[src/rtl/mem_arbiter.sv]
// mem_arbiter: two-master round-robin arbiter for a single memory data port.
//   Master 0 (instruction fetch) and master 1 (execute) each present an
//   address, write data/width, a write request (wr_valid/wr_ready) and a
//   read request (rd_ready/rd_valid). The granted master is muxed
//   combinationally onto the memory port. i_mX_lock keeps the grant across
//   beats for bursts, bounded by MAX_BURST beats per grant.
// Ports:
//   i_clk, i_rst_n                  clock, async active-low reset
//   i_mX_addr/data/wr_valid/wr_width/rd_ready/lock   master X request side
//   o_mX_wr_ready/rd_valid/data     master X response side (data broadcast)
//   o_mem_addr/data/wr_valid/wr_width/rd_ready        memory request side
//   i_mem_wr_ready/data/rd_valid    memory response side
//   o_grant                         one-hot owner {m1, m0}; 00 = idle
module mem_arbiter #(
  parameter int unsigned DATA_WIDTH = 32,
  parameter int unsigned MAX_BURST  = 8
) (
  input  logic                  i_clk,
  input  logic                  i_rst_n,
  input  logic [31:0]           i_m0_addr,
  input  logic [DATA_WIDTH-1:0] i_m0_data,
  input  logic                  i_m0_wr_valid,
  input  logic [2:0]            i_m0_wr_width,
  output logic                  o_m0_wr_ready,
  input  logic                  i_m0_rd_ready,
  output logic                  o_m0_rd_valid,
  output logic [DATA_WIDTH-1:0] o_m0_data,
  input  logic                  i_m0_lock,
  input  logic [31:0]           i_m1_addr,
  input  logic [DATA_WIDTH-1:0] i_m1_data,
  input  logic                  i_m1_wr_valid,
  input  logic [2:0]            i_m1_wr_width,
  output logic                  o_m1_wr_ready,
  input  logic                  i_m1_rd_ready,
  output logic                  o_m1_rd_valid,
  output logic [DATA_WIDTH-1:0] o_m1_data,
  input  logic                  i_m1_lock,
  output logic [31:0]           o_mem_addr,
  output logic [DATA_WIDTH-1:0] o_mem_data,
  output logic                  o_mem_wr_valid,
  output logic [2:0]            o_mem_wr_width,
  input  logic                  i_mem_wr_ready,
  output logic                  o_mem_rd_ready,
  input  logic [DATA_WIDTH-1:0] i_mem_data,
  input  logic                  i_mem_rd_valid,
  output logic [1:0]            o_grant
);

  typedef enum logic [1:0] {
    IDLE = 2'b00,
    GNT0 = 2'b01,
    GNT1 = 2'b10
  } state_t;

  localparam logic [4:0] BURST_CAP = 5'(MAX_BURST);

  state_t                r_state;
  logic                  r_last;
  logic [3:0]            r_beats;

  logic                  req0;
  logic                  req1;
  logic                  cur_req;
  logic                  oth_req;
  logic                  cur_lock;
  logic                  beat;
  logic [4:0]            beats_inc;

  logic [31:0]           mem_addr;
  logic [DATA_WIDTH-1:0] mem_data;
  logic                  mem_wr_valid;
  logic [2:0]            mem_wr_width;
  logic                  mem_rd_ready;

  assign req0 = i_m0_wr_valid | i_m0_rd_ready;
  assign req1 = i_m1_wr_valid | i_m1_rd_ready;

  assign cur_req  = (r_state == GNT1) ? req1 : req0;
  assign oth_req  = (r_state == GNT1) ? req0 : req1;
  assign cur_lock = (r_state == GNT1) ? i_m1_lock : i_m0_lock;

  // Port mux; a simultaneous write and read forwards only the write.
  always_comb begin
    mem_addr     = '0;
    mem_data     = '0;
    mem_wr_valid = 1'b0;
    mem_wr_width = '0;
    mem_rd_ready = 1'b0;
    case (r_state)
      GNT0: begin
        mem_addr     = i_m0_addr;
        mem_data     = i_m0_data;
        mem_wr_valid = i_m0_wr_valid;
        mem_wr_width = i_m0_wr_width;
        mem_rd_ready = i_m0_rd_ready & ~i_m0_wr_valid;
      end
      GNT1: begin
        mem_addr     = i_m1_addr;
        mem_data     = i_m1_data;
        mem_wr_valid = i_m1_wr_valid;
        mem_wr_width = i_m1_wr_width;
        mem_rd_ready = i_m1_rd_ready & ~i_m1_wr_valid;
      end
      default: ;
    endcase
  end

  assign beat      = (mem_wr_valid & i_mem_wr_ready) | (mem_rd_ready & i_mem_rd_valid);
  assign beats_inc = {1'b0, r_beats} + 5'd1;

  always_ff @(posedge i_clk or negedge i_rst_n) begin
    if (!i_rst_n) begin
      r_state <= IDLE;
      r_last  <= 1'b1;
      r_beats <= '0;
    end else begin
      case (r_state)
        IDLE: begin
          r_beats <= '0;
          // r_last names the previous owner, so a tie goes to the other one.
          if (req0 && (!req1 || r_last)) r_state <= GNT0;
          else if (req1)                 r_state <= GNT1;
        end
        GNT0, GNT1: begin
          if (beat) begin
            if (cur_lock && (beats_inc < BURST_CAP)) begin
              r_beats <= beats_inc[3:0];
            end else begin
              // Release and re-arbitrate on the same edge: the other master
              // wins if it is waiting, so the cap actually bounds starvation.
              r_beats <= '0;
              r_last  <= (r_state == GNT1);
              if (oth_req)       r_state <= (r_state == GNT1) ? GNT0 : GNT1;
              else if (!cur_req) r_state <= IDLE;
            end
          end else if (!cur_req) begin
            r_state <= IDLE;
            r_beats <= '0;
          end
        end
        default: begin
          r_state <= IDLE;
          r_beats <= '0;
        end
      endcase
    end
  end

  assign o_mem_addr     = mem_addr;
  assign o_mem_data     = mem_data;
  assign o_mem_wr_valid = mem_wr_valid;
  assign o_mem_wr_width = mem_wr_width;
  assign o_mem_rd_ready = mem_rd_ready;

  assign o_m0_wr_ready = i_mem_wr_ready & mem_wr_valid & (r_state == GNT0);
  assign o_m1_wr_ready = i_mem_wr_ready & mem_wr_valid & (r_state == GNT1);
  assign o_m0_rd_valid = i_mem_rd_valid & mem_rd_ready & (r_state == GNT0);
  assign o_m1_rd_valid = i_mem_rd_valid & mem_rd_ready & (r_state == GNT1);

  assign o_m0_data = i_mem_data;
  assign o_m1_data = i_mem_data;

  assign o_grant = {r_state == GNT1, r_state == GNT0};

endmodule

[config.mk]
export PLATFORM = sky130hd
export DESIGN_NAME = mem_arbiter
export DESIGN_NICKNAME = d
export VERILOG_FILES = /design/src/rtl/mem_arbiter.sv
export SDC_FILE = /design/constraint.sdc
export NUM_CORES = 1
export LEC_CHECK = 0
export CORE_AREA = 2 2 122 124
export DETAILED_ROUTE_END_ITERATION = 10
export DIE_AREA = 0 0 124 126
export GPL_ROUTABILITY_DRIVEN = 0
export GPL_TIMING_DRIVEN = 0
export PLACE_DENSITY = 0.52
export SYNTH_ARGS = -nofsm -noshare
export SYNTH_HDL_FRONTEND = slang
export SYNTH_SLANG_ARGS = --single-unit
[constraint.sdc]
create_clock -name i_clk -period 3.02 [get_ports i_clk]
set_input_delay 0.604 -clock i_clk [delete_from_list [all_inputs] [get_ports i_clk]]
set_output_delay 0.604 -clock i_clk [all_outputs]
set_load 0.005 [all_outputs]
# Word-level counts from Yosys, hierarchy flattened
# Index checks and enable logic that the tools add are counted.
[totals]
mem_bits_ro = 0
in_bits = 176
mem_count = 0
ramBits = 0
output_inout_bits = 139
latch_bits = 0
ff_bits = 7
[classes]
eq_ne = 5
addsub = 1
magnitude_cmp = 1
shifts = 0
n_div = 0
n_mux = 20
mul = 0
bitwise = 14
reduce_logical = 8
[ops]
columns = ["op", "count"]
rows = [
  ["case mux 32 bit (2 select lines)", 2],
  ["two-way mux 4 bit", 4],
  ["two-way mux 2 bit", 7],
  ["inequality test 3 bit, second input constant", 3],
  ["bitwise AND 1 bit", 8],
  ["case mux 3 bit (2 select lines)", 1],
  ["adder 4 x 1 -> 5 bit, second input constant", 1],
  ["< comparator 5 x 4 -> 1 bit, second input constant", 1],
  ["case mux 1 bit (2 select lines)", 2],
  ["case mux 2 bit (2 select lines)", 1],
  ["two-way mux 1 bit", 3],
  ["inverter 1 bit", 3],
  ["OR 1 bit", 3],
  ["AND reduction 3 bit", 1],
  ["== test 2 x 1 -> 1 bit, second input constant", 1],
  ["== test 2 bit, second input constant", 1],
  ["logical AND 1 bit", 2],
  ["logical NOT 2 bit", 1],
  ["AND reduction 2 bit", 1],
  ["OR reduction 2 bit", 1],
  ["logical NOT 1 bit", 1],
  ["logical OR 1 bit", 1],
]

# Depth between registers and ports, before layout
# Gate-level depths: netlist of run 1.
[logic_depth]
ltp_word = 7
depth_mapped = 9
depth_no_buf = 7

# Worst setup path before layout of run 1
# No wires, ideal clock.
[synth_path]
path_type = "register to output"
startpoint = "register r_state[0]"
endpoint = "output o_mem_addr[10]"
stages_incl_launch_ff = 8
required_time_ns = 2.416
slack_ns = 0.609
path_buffers = 3
arrival_time_ns = 1.807
cell_sequence = "dfrtp_1 inv_1 ha_1 clkbuf_1 clkbuf_1 buf_1 a22oi_1 nor2_1"
[synth_via]
elab_chain_len = 2
word_cells_on_any_way = 3
classes_between = "2 x eq/ne; 1 x mux"
[synth_rtl]
columns = ["item", "line_no", "text"]
rows = [
  ["from (decl)", "57", "state_t r_state;"],
  ["from (signal assigned)", "133", "if (oth_req) r_state <= (r_state == GNT1) ? GNT0 : GNT1;"],
  ["== test 2 bit", "n/a", ""],
  ["named net o_grant[1]", "46", "output logic [1:0] o_grant"],
  ["case mux 32 bit (2 select lines)", "89", "case (r_state)"],
  ["to (decl)", "38", "output logic [31:0] o_mem_addr,"],
]
# The timed path passes the listed nets, and every way through them passes these cells.

# Worst setup path after layout of run 1
[layout_path]
startpoint = "input i_m0_rd_ready"
endpoint = "output o_m0_rd_valid"
[layout_via]
elab_chain_len = 4
[layout_rtl]
columns = ["item", "line_no", "text"]
rows = [
  ["from (decl)", "25", "input logic i_m0_rd_ready,"],
  ["bitwise AND 1 bit", "95", "mem_rd_ready = i_m0_rd_ready & ~i_m0_wr_valid;"],
  ["case mux 1 bit (2 select lines)", "89", ""],
  ["bitwise AND 1 bit (2 in series)", "157", "assign o_m0_rd_valid = i_mem_rd_valid & mem_rd_ready & (r_state == GNT0);"],
  ["to (decl)", "26", "output logic o_m0_rd_valid,"],
]
# No other way between the ends.

==> results by stage, run 1 <==
Run status:
- The run finished with clean final reports.

STA:
- Setup repair after global routing left no endpoint under its margin.
- The fraction of the cycle the final worst path needs is 98.4%.
- The number of failing hold endpoints at the final stage is 0.
- The count of endpoints failing setup in the final report is 0.
- The post-route clock skew is 0.430 ps.
- The max-slew violation count is 0.
- The fmax is 0.336 GHz.
- After routing, the total negative slack on setup checks comes to 0 ps.
- The clock period minus final worst setup slack is 2970 ps.
- The worst-case headroom to the max-slew limit is 67.4%.
- For the pin with the worst max-slew slack, the measured transition is 489 ps.
- The worst hold slack is 510 ps.

Route:
- The via total after detailed routing is 3257.
- The routed via count divided by cell count is 4.24.
- The average routed wire per standard cell is 16.2 um.
- The count of nets left with antenna violations after detail routing is 0.
- Summed over all layers, the routed wires come to 12500 um.
- After detailed routing, the number of remaining DRC violations is 0.
- The number of DRC violations after detailed-routing iteration 0 is 106.
- The length of the first detailed-routing pass in iterations is 6.

Clock network:
- The maximum clock insertion buffer count is 2.
- TritonCTS built the clock tree.
- In this run, post-CTS hold repair placed 0 buffers.
- For the worst-skew pair, the clock arrives at the later sink with an insertion delay of 230 ps.
- After clock tree synthesis, the clock-pin slew on the worst setup and hold paths is 40 ps.
- In this run the number of H-tree levels came out at 1.
- The tree built by TritonCTS fans out to 7 sinks.
- The clock tree root driver cell is sky130_fd_sc_hd__clkbuf_16.
- The clock buffer count from CTS is 3.

Final layout:
- The library cells used most frequently in the layout, excluding fill and tap cells, are sky130_fd_sc_hd__clkdlybuf4s50_1, sky130_fd_sc_hd__nor2_1, sky130_fd_sc_hd__buf_4.
- The sequential cell area is 178 um^2.
- The share of cells above drive strength 1 is 17.3%.
- In the final layout, the multi-input gates occupy 1250 um^2.
- The summed area of non-filler cells in the final layout is 5260 um^2.
- The total of fill cells in the finished design is 1495.
- Relative to the synthesized area, the layout overhead comes to 162%.
- The number of antenna diodes in the final layout is 0.
- The net count of the finished layout is 768.
- The library cell used most frequently in the layout, excluding fill and tap cells, is sky130_fd_sc_hd__clkdlybuf4s50_1.

GRT:
- The number of global-route vias before repair came to 3208.
- Global routing used 14.4% of the available tracks across all layers.
- The first global-routing pass estimated 17600 um of wire.
- Global routing finished with a remaining overflow of 0.
- The initial antenna violation count is 0.
- The maximum number of pins on one net before global-route repair is 11.

Worst hold path:
- The startpoint identified for the worst hold timing path is r_beats[3].
- The path class of the lowest-slack min-delay path is reg -> reg.

Setup path:
- The startpoint of the lowest-slack register-to-register path is r_state[1].
- STA classifies the critical path startpoint as an input port.
- The worst setup path is captured at a primary output.
- Data arrives at the worst endpoint at 2370 ps.
- In this run the worst setup path begins at i_m0_rd_ready.
- The critical path is of the in -> out type.
- For the worst setup path, the data required time is 2420 ps.
- Of all nets on the critical path, the largest fanout is 6.

Logic synthesis:
- The number of nets handed over by synthesis was 479.
- The share of async-settable or async-resettable flops after synthesis is 100%.
- The synthesized design contains 0 enable-type register cells.
- The cell area that synthesis handed to floorplanning was 2000 um^2.
- The number of different library cells used by synthesis comes to 40.
- In the synthesized netlist the dominant register cell turns out to be sky130_fd_sc_hd__dfrtp_1.
- For this run, the number of Yosys warnings is 0.
- Synthesis produced a netlist whose cell count is 296.
- The average footprint of a synthesized cell is 6.77 um^2.
- After synthesis the netlist holds a flip-flop and latch count of 7.
- The sequential area share after synthesis is 8.80%.

Die:
- The effective utilization at floorplan is 14.0%.
- The die is 126 um tall.
- The die is 124 um wide.
- The floorplan has 44 rows.
- 315 I/O pins were placed.
- The area of the core is 14300 um^2.
- The area of the die is 15600 um^2.

Placed design:
- Once placement finished, the instance area stood at 5060 um^2.
- Port buffering added 282 buffers.
- Detailed placement ended at an HPWL of 10600 um.

Run:
- The count of max-cap constraint violations is 0.

Pwr:
- The analysis attributes to cell leakage a power of 2.08 nW.
- Power spread over the standard cell area amounts to 590 nW/um^2.
- IR analysis of the VDD net gives a maximum drop of 306 uV.
[cells in the mapped netlist (3+ instances only)]
cell	instances	area, um^2
sky130_fd_sc_hd__a21oi_1	4	20.0
sky130_fd_sc_hd__a22oi_1	67	503
sky130_fd_sc_hd__and2_1	6	37.5
sky130_fd_sc_hd__buf_1	4	15.0
sky130_fd_sc_hd__buf_4	64	480
sky130_fd_sc_hd__clkbuf_1	19	71.3
sky130_fd_sc_hd__dfrtp_1	6	150
sky130_fd_sc_hd__ha_1	7	87.6
sky130_fd_sc_hd__inv_1	3	11.3
sky130_fd_sc_hd__nand2b_1	3	18.8
sky130_fd_sc_hd__nand3_1	3	15.0
sky130_fd_sc_hd__nor2_1	72	270
sky130_fd_sc_hd__o21ai_0	3	15.0
[worst paths after layout]
check	depth (start not counted)	slack [ps]	endpoint
setup / recovery	5	50	o_m0_rd_valid
hold reg to reg	1	510	r_beats[3]
min in group asynchronous	1	640	r_beats[3]
max in group asynchronous	1	2080	r_last
hold / removal	1	510	r_beats[3]
setup reg to reg	9	570	r_state[1]
[where the power goes]
group / internal, W / leakage (nW) / switching (W)
registers: 0.000123 / 0.0899 / 0.0000258
logic: 0.00147 / 1.95 / 0.00126
clock network: 0.000176 / 0.0382 / 0.0000508
total: 0.00177 / 2.08 / 0.00133
[registers in the layout (all words and copies together) (netlist names)]
signal	flops
r_beats	4
r_last	1
r_state	2
[metrics by stage]
stage,util (%),total power [W],setup slack [ps],instances
6_report,36.7,0.00310,47.1,768
2_1_floorplan,-,0.00131,609,296
3_3_place_gp,35.3,0.00270,-708,762
3_5_place_dp,35.3,0.00273,-755,762
5_1_grt,36.7,0.00337,4.15,768
4_1_cts,36.5,0.00310,2.67,768
[layer usage]
layer  routed length (um)  part of all wire [%]  global-route usage [%]
met4                  146                   1.2                    2.12
met3                 1280                    10                    3.76
met1                 4920                    39                    17.4
met5                    0                     0                       0
met2                 6120                    49                    25.8
[area by class of cell]
class | instances | share of cell area [%]
flip-flops and latches | 7 | 3.38
clock buffers | 4 | 1.50
well taps | 184 | 4.38
inverters | 4 | 0.309
repair buffers | 285 | 54.2
multi-input cells | 196 | 23.8
plain buffers | 88 | 12.5
[worst max-delay path, stage by stage]
cell                              delay [ps]
sky130_fd_sc_hd__clkdlybuf4s50_1         620
sky130_fd_sc_hd__nand4b_1                230
sky130_fd_sc_hd__a21boi_4                250
sky130_fd_sc_hd__and2_1                  160
sky130_fd_sc_hd__clkdlybuf4s50_1         510
[logic make-up after synthesis]
| family | count (synthesis) | synth area share, % |
|---|---|---|
| DFF | 7 | 8.80 |
| adders and majority gates | 7 | 4.37 |
| and+or+nand+nor | 98 | 22.0 |
| AOI/OAI and AO/OA | 87 | 32.6 |
| muxes | 4 | 2.12 |
| buffers and inverters | 93 | 30.1 |
[timing repair]
item	CTS	global route
gates resized for setup	31	20
setup endpoints to repair	70	43
setup buffers	3	0
pin swaps	1	0
gates cloned	0	0
Note: power is estimated with default switching activity, not from simulation.
==> inputs of run 2 (changes only) <==
==> constraint.sdc (replaced) <==
create_clock -name i_clk -period 3.2 [get_ports i_clk]
set_input_delay 0.64 -clock i_clk [delete_from_list [all_inputs] [get_ports i_clk]]
set_output_delay 0.64 -clock i_clk [all_outputs]
set_load 0.005 [all_outputs]
==> run 2 against run 1 <==
- via count fell by 0.34%
- register-to-register slack better by 150 ps
- cell area decreased by 1.5%
- first-iteration DRC count increased by 42%
- clock skew hardly changed
- count of clock-buffer cells in the layout stayed put
- hold slack stayed put
- worst setup slack improved by 37 ps
- sequential cell count did not move
- global-route usage fell by 0.19 points
- clock power shrank 6%
- combinational power is 9.9% lower
==> results by stage, run 2 (synthesis gave the netlist of run 1 again) <==
GRT:
- The wire length of the first global-routing pass was 17400 um (-1.0%).
- The met3 routing resource usage after global routing is 3.76% (unchanged).
- The maximum number of pins on one net before global-route repair is 17 (+6).
- The initial antenna violation count is 0 (unchanged).
- The total routing usage reported by global routing came to 14.2% (-0.19 points).
- The sum of overflow across all layers after global routing is 0 (unchanged).
- met2 is the most crowded layer.
- The number of global-route vias before repair is 3173 (-1.1%).
- The met2 usage is 25.3% (-0.45 points).
- The met1 routing resource usage after global routing is 17.3% (-0.16 points).

Final layout:
- From synthesis to final layout, the design area changed by 158%.
- The number of flip-flops in the largest register is 4 (unchanged).
- The largest registers in the layout are r_beats x4, r_state x2, r_last x1.
- The largest register by flop count is r_beats.
- The summed area of non-filler cells in the final layout is 5180 um^2 (-1.5%).
- The utilization after layout came to 36.2% (-0.55 points).
- The library cell used most frequently in the layout, excluding fill and tap cells, is sky130_fd_sc_hd__clkdlybuf4s50_1.
- The share of cells above drive strength 1 is 15.7% (-1.6 points).
- The number of inserted diodes is 0 (unchanged).
- The number of nets at the end of the flow came to 764 (-0.52%).
- The non-filler instance count after layout is 764 (-0.52%).
- In the layout the commonest cells are sky130_fd_sc_hd__clkdlybuf4s50_1, sky130_fd_sc_hd__nor2_1, sky130_fd_sc_hd__a22oi_1.

Route:
- The length of the first detailed-routing pass in iterations is 6 (unchanged).
- The count of unresolved DRC violations after routing was 0 (unchanged).
- The number of DRC violations after detailed-routing iteration 0 is 151 (+42%).
- The routed via count divided by cell count came to 4.25 (+0.18%).
- The via total after detailed routing is 3246 (-0.34%).
- The total routed wirelength was 12300 um (-1.5%).
- The count of nets left with antenna violations after detail routing is 0 (unchanged).
- The average routed wire per standard cell is 16.1 um (-0.96%).

Die:
- The horizontal extent of the die is 124 um (unchanged).
- The vertical extent of the die is 126 um (unchanged).
- The area of the core is 14300 um^2 (unchanged).
- The effective utilization at floorplan is 14.0% (unchanged).
- The count of pins on the block boundary is 315 (unchanged).
- The area of the die is 15600 um^2 (unchanged).
- The number of core rows is 44 (unchanged).

Placed design:
- The placed instance area is 5060 um^2 (unchanged).
- The cell count after placement came to 762 (unchanged).
- The number of input and output port buffers inserted is 282 (unchanged).
- The total half-perimeter wirelength after legalization and detailed placement is 10600 um (unchanged).

Run status:
- The run finished with clean final reports.

Pwr:
- The power density of the placed cells is 545 nW/um^2 (-7.8%).
- The total power of the final layout is 0.00282 W (-9.2%).
- The largest vdd supply drop is 288 uV (-5.9%).
- The leakage component of the power is 2.02 nW (-2.7%).

Clock network:
- The clock sink total is 7 (unchanged).
- The clock transition at the registers of the reported paths was 40 ps (about the same).
- The number of hold-repair buffers added at the cts stage was 0 (unchanged).
- The clock buffer count from CTS is 3 (unchanged).
- TritonCTS built the clock tree.
- The number of buffers added for setup after CTS was 0 (-3).
- The later-pin clock latency in the skew report is 230 ps (about the same).
- The maximum clock insertion buffer count is 2 (unchanged).
- The number of H-tree levels is 1 (unchanged).
- The tree is rooted in a sky130_fd_sc_hd__clkbuf_16.

Setup path:
- The maximum fanout along the worst path is 8 (+2).
- STA classifies the critical path endpoint as a primary output.
- STA classifies the critical path startpoint as an input port.
- The worst path arrival time came to 2480 ps (+110 ps).
- The register-to-register setup slack was 720 ps (+150 ps).
- The data required time at the worst endpoint is 2560 ps (+140 ps).
- The critical path class is in -> out.

STA:
- The clock period minus final worst setup slack is 3120 ps.
- The worst-case headroom to the max-slew limit is 67.1% (-0.27 points).
- The number of failing hold endpoints at the final stage is 0 (unchanged).
- The fraction of the cycle the final worst path needs is 97.4%.
- The post-route clock skew is 0.573 ps (+0.143 ps).
- The max-slew violation count is 0 (unchanged).
- Derived from the worst setup path, the maximum achievable clock frequency is 0.321 GHz.
- The count of endpoints failing setup in the final report is 0 (unchanged).
- Setup repair after global routing left no endpoint under its margin.
- The pin slew with the least headroom to its limit was 493 ps (+4.10 ps).

Run:
- The count of max-cap constraint violations came to 0 (unchanged).

Worst hold path:
- In this run the worst hold path is classified as reg -> reg.
## run 2: path summary, 6_finish.rpt
path | start | end | cells past startpoint
max in group asynchronous | i_rst_n | r_last | 1
worst max-delay path | i_m0_wr_valid | o_m0_rd_valid | 5
worst min-delay path | r_beats[3] | r_beats[3] | 1
min in group asynchronous | i_rst_n | r_beats[3] | 1
worst min register to register | r_beats[3] | r_beats[3] | 1
worst max register to register | r_state[1] | r_state[1] | 9
## run 2: timing repair
action / CTS / global route
endpoints found under the setup margin: 70 / 62
gates resized for setup: 17 / 13
cloned: 0 / 0
hold endpoints to repair: 0 / 0
## run 2: layout make-up
type	instances	area [um^2]
fill	1496	9130
timing repair buffer	282	2820
multi-input combinational	196	1240
buffer	87	616
tap	184	230
sequential	7	179
clock buffer	4	78.8
inverter	4	16.3
## run 2: layer usage
metal,routed length [um],vias to the layer above
met5,0,-
met4,148,0
met3,1290,10
met2,6010,180
met1,4820,1496
li1,-,1560
## run 2: through the flow
stage	hold slack (ps)	setup WS (ps)	setup TNS [ps]
6_report	510	84.2	0
5_1_grt	563	4.91	0
4_1_cts	513	0.258	0
3_5_place_dp	503	-611	-18070
3_3_place_gp	500	-564	-16750
2_1_floorplan	344	753	0
## run 2: worst max-delay path, stage by stage
cell and delay, ps:
sky130_fd_sc_hd__clkdlybuf4s50_1 530, sky130_fd_sc_hd__nand4b_1 310, sky130_fd_sc_hd__a21boi_4 300, sky130_fd_sc_hd__and2_1 180
sky130_fd_sc_hd__clkdlybuf4s50_1 510
## run 2: where the power goes
group / switching (W) / internal, W / leakage [nW]
Sequential: 0.0000273 / 0.000117 / 0.0887
Clock: 0.0000476 / 0.000166 / 0.0382
Combinational: 0.00116 / 0.00131 / 1.90
==> RTL edit 1: new RTL, flow settings as in run 1 <==
`DATA_WIDTH`: 32 -> 48.
--- a/src/rtl/mem_arbiter.sv
+++ b/src/rtl/mem_arbiter.sv
@@ -12,7 +12,7 @@
 //   i_mem_wr_ready/data/rd_valid    memory response side
 //   o_grant                         one-hot owner {m1, m0}; 00 = idle
 module mem_arbiter #(
-  parameter int unsigned DATA_WIDTH = 32,
+  parameter int unsigned DATA_WIDTH = 48,
   parameter int unsigned MAX_BURST  = 8
 ) (
   input  logic                  i_clk,
Interface: changed (6 resized); port bits go from 315 to 411. The function was not compared with the original's and may differ.
==> RTL edit 1 against run 1 <==
Setup slack better by 0.032 ns; sequential cell count unchanged; final cell count up 19%; synthesized cell count up 24%; critical path depth unchanged; area after synthesis up 22%; cell area up 26%; routed wire length up 49%; register-to-register slack worse by 0.03 ns; total power up 24%.
==> RTL edit 1: results (changes against run 1) <==
Parameter                              Value

Status
  Result of the run ... complete, no violations

Place
  Setup WS pre-CTS ... -0.4602 ns (+0.2948 ns)
  Post-placement cell count ... 913 (+20%)
  HPWL reported at the end of detailed placement ... 16410 µm (+55%)
  Port-buffer cells ... 362 (+28%)
  Dpl cell area ... 0.006300 mm² (+25%)

Power
  IR Drop Worst-Case VDD ... 0.4100 mV (+34%)
  Leakage component of the power ... 2.890 nW (+39%)
  P_int ... 2.099 mW (+18%)

Detailed routing
  Routed length on met3 ... 1913 µm (+50%)
  Average vias per placed instance ... 4.384 (+3.4%)
  WL final ... 18620 µm (+49%)
  Average detailed-routed wire length per instance ... 20.30 µm (+25%)

STA
  Largest clock skew in the final design ... 0.0007537 ns (+0.0003240 ns)
  Period utilisation layout ... 0.9738 (-0.01057)
  Transition time of the tightest slew-check pin ... 0.6712 ns (+0.1823 ns)

Global routing
  Met3 track demand over resource ... 0.06612 (+0.02853)
  Total global-route track usage ... 0.2216 (+0.07783)
  Met2 global-route usage ... 0.3946 (+0.1367)
  Vias in the first global route ... 4036 (+26%)

Layout
  Final-layout clock-cell area share ... 0.01187 (-0.003120)
  Fraction of final layout cells sized beyond drive strength 1 ... 0.2210 (+0.04806)
  Number of combinational gates with multiple inputs ... 228 (+16%)
  Area of all sequential standard cells ... 178.9 µm² (+0.70%)
  Non-clock buffering overhead in the final layout ... 0.6942 (+0.02757)
  Fill cell total of the finished layout ... 1439 (-3.7%)
  Layout Nets ... 965 (+26%)
  Inverters ... 5 (+1)
  Non-clock buffer instance count of the final layout ... 489 (+31%)

Setup path
  Capturing element of the worst setup path ... o_m1_rd_valid
  Arrival time at the worst endpoint ... 2.34 ns (-0.03 ns)
  First element of the critical path ... i_m0_wr_valid

Synthesis
  Syn Nets ... 598 (+25%)
  Commonest cells post-synth ... 96 x buf_4, 87 x nor2_1, 83 x a22oi_1, 26 x clkbuf_1, 7 x ha_1
  Number of distinct library cells after synthesis ... 38 (-5.0%)
  Biggest area contributors in the synthesized netlist ... buf_4 29%, a22oi_1 25%, nor2_1 13%
==> RTL edit 1: power groups by stage <==
| stage | clock [mW] | sequential [mW] | combinational [mW] |
|---|---|---|---|
| 3_3_place_gp | 0 | 0.154 | 3.26 |
| 4_1_cts | 0.228 | 0.157 | 3.49 |
| 2_1_floorplan | 0 | 0.145 | 1.42 |
| 6_report | 0.223 | 0.156 | 3.47 |
| 5_1_grt | 0.232 | 0.162 | 3.76 |
| 3_5_place_dp | 0 | 0.156 | 3.27 |
==> RTL edit 1: logic make-up after synthesis <==
group | count (synthesis) | synth area share
AOI/OAI and AO/OA | 104 | 0.3192
adders and majority gates | 7 | 0.03580
buffers and inverters | 132 | 0.3565
DFF | 7 | 0.07212
muxes | 2 | 0.008695
and+or+nand+nor | 115 | 0.2077
==> RTL edit 1: timing repair <==
action                                  in CTS  in global routing
setup buffers                                0                  1
gates resized for setup                     62                 39
endpoints found under the hold margin        0                  0
endpoints found under the setup margin      79                 72
pin swaps                                    0                  2
hold buffers                                 0                  0
==> RTL edit 2: new RTL, config.mk and constraints of run 1 <==
Without the edit above. Reset style: synchronous (`i_rst_n`), changed in one clocked block. Comments in the files are not updated.
--- a/src/rtl/mem_arbiter.sv
+++ b/src/rtl/mem_arbiter.sv
@@ -108,7 +108,7 @@
   assign beat      = (mem_wr_valid & i_mem_wr_ready) | (mem_rd_ready & i_mem_rd_valid);
   assign beats_inc = {1'b0, r_beats} + 5'd1;
 
-  always_ff @(posedge i_clk or negedge i_rst_n) begin
+  always_ff @(posedge i_clk) begin
     if (!i_rst_n) begin
       r_state <= IDLE;
       r_last  <= 1'b1;
Function: differs if i_rst_n is asserted again (counterexample within 4 cycles, from zero or initial values and one cycle with i_rst_n low); with i_rst_n held inactive, the same outputs for 10 cycles.
==> RTL edit 2 against run 1 <==
Combinational power fell by 14%; area after synthesis is 10% higher; cell area up 3.2%; sequential cell count is the same; routed wire length increased by 0.47%; synthesized cell count rose by 2.4%; sequential power shrank 13%; first-iteration DRC count decreased by 40%; utilization is 1.2 points higher; total power down 13%; global-route usage rose by 0.078 points; setup slack gained 0.070 ns; critical path type unchanged; largest power group unchanged.
==> RTL edit 2: results (changes against run 1) <==
Parameter                              Value

Status
  Result of the run ... complete, no violations

Layout
  Fill cell total of the finished layout ... 1488 (-0.47%)
  Area of all sequential standard cells ... 141.4 µm² (-20%)
  Final-layout clock-cell area share ... 0.01453 (-0.0004631)
  Final design area excluding fillers ... 0.005426 mm² (+3.2%)
  Area of the multi-input gates ... 0.001483 mm² (+19%)
  Non-clock buffering overhead in the final layout ... 0.6410 (-0.02567)
  Number of combinational gates with multiple inputs ... 203 (+3.6%)

Place
  Setup WS pre-CTS ... -0.3864 ns (+0.3686 ns)
  Post-placement cell count ... 769 (+0.92%)
  Dpl cell area ... 0.005264 mm² (+4.1%)
  HPWL reported at the end of detailed placement ... 10730 µm (+1.5%)

STA
  Worst relative slew slack ... 0.7018 (+0.02776)
  Largest clock skew in the final design ... 0.0003165 ns (-0.0001132 ns)

Synthesis
  Commonest cells post-synth ... 69 x a22oi_1, 67 x nor2b_1, 64 x buf_4, 19 x clkbuf_1
  Number of distinct library cells after synthesis ... 39 (-2.5%)
  Part of the Yosys area used for sequential elements ... 0.06338 (-0.02463)
  FFs w/ async S/R, synth ... 0 (-1.000)
  Synthesized netlist cell count ... 303 (+2.4%)
  Compound-gate portion of the synthesized area ... 0.3384 (+0.01258)

Setup path
  Arrival time at the worst endpoint ... 2.30 ns (-0.07 ns)
  Largest fanout of any net on the critical path ... 10 (+4)
  Max incr delay on CP ... 0.57 ns (-0.05 ns)

Power
  Leakage component of the power ... 2.028 nW (-2.4%)
  IR Drop Worst-Case VDD ... 0.2055 mV (-33%)
  Clk pwr share ... 0.083 (+0.010)
  P_comb ... 2.35 mW (-14%)

Global routing
  Total global-route track usage ... 0.1446 (+0.0007813)
  Vias in the first global route ... 3251 (+1.3%)

Detailed routing
  Drt initial violations ... 64 (-40%)
  Detailed Routing Iterations Pass 1 ... 4 (-2)
  Average detailed-routed wire length per instance ... 16.15 µm (-0.44%)
==> RTL edit 2: cell count changes after synthesis, sizes merged, moves of 5 or more <==
cell and delta:
nand2 +5, dfrtp -6, dfxtp +7, nor2b +67, nor2 -65
==> RTL edit 2: path summary, 6_finish.rpt <==
kind,startpoint,slack [ns],cells after the start,endpoint
worst max-delay path,i_m0_wr_valid,0.12,6,o_m0_wr_ready
worst max register to register,r_state[1],0.91,9,r_state[1]
worst min-delay path,r_last,0.49,2,r_last
worst min register to register,r_last,0.49,2,r_last
==> RTL edit 2: metal layers <==
layer	vias up	share of wire	track usage
li1	1598	-	-
met1	1530	0.37	0.1649
met2	167	0.54	0.2831
met3	7	0.085	0.02355
met4	0	0.0054	0.01785
met5	-	0	0
==> RTL edit 2: repair_timing <==
item / 4_1_cts / 5_1_grt
setup endpoints to repair: 71 / 68
resized for setup: 22 / 27
buffers inserted: 0 / 2
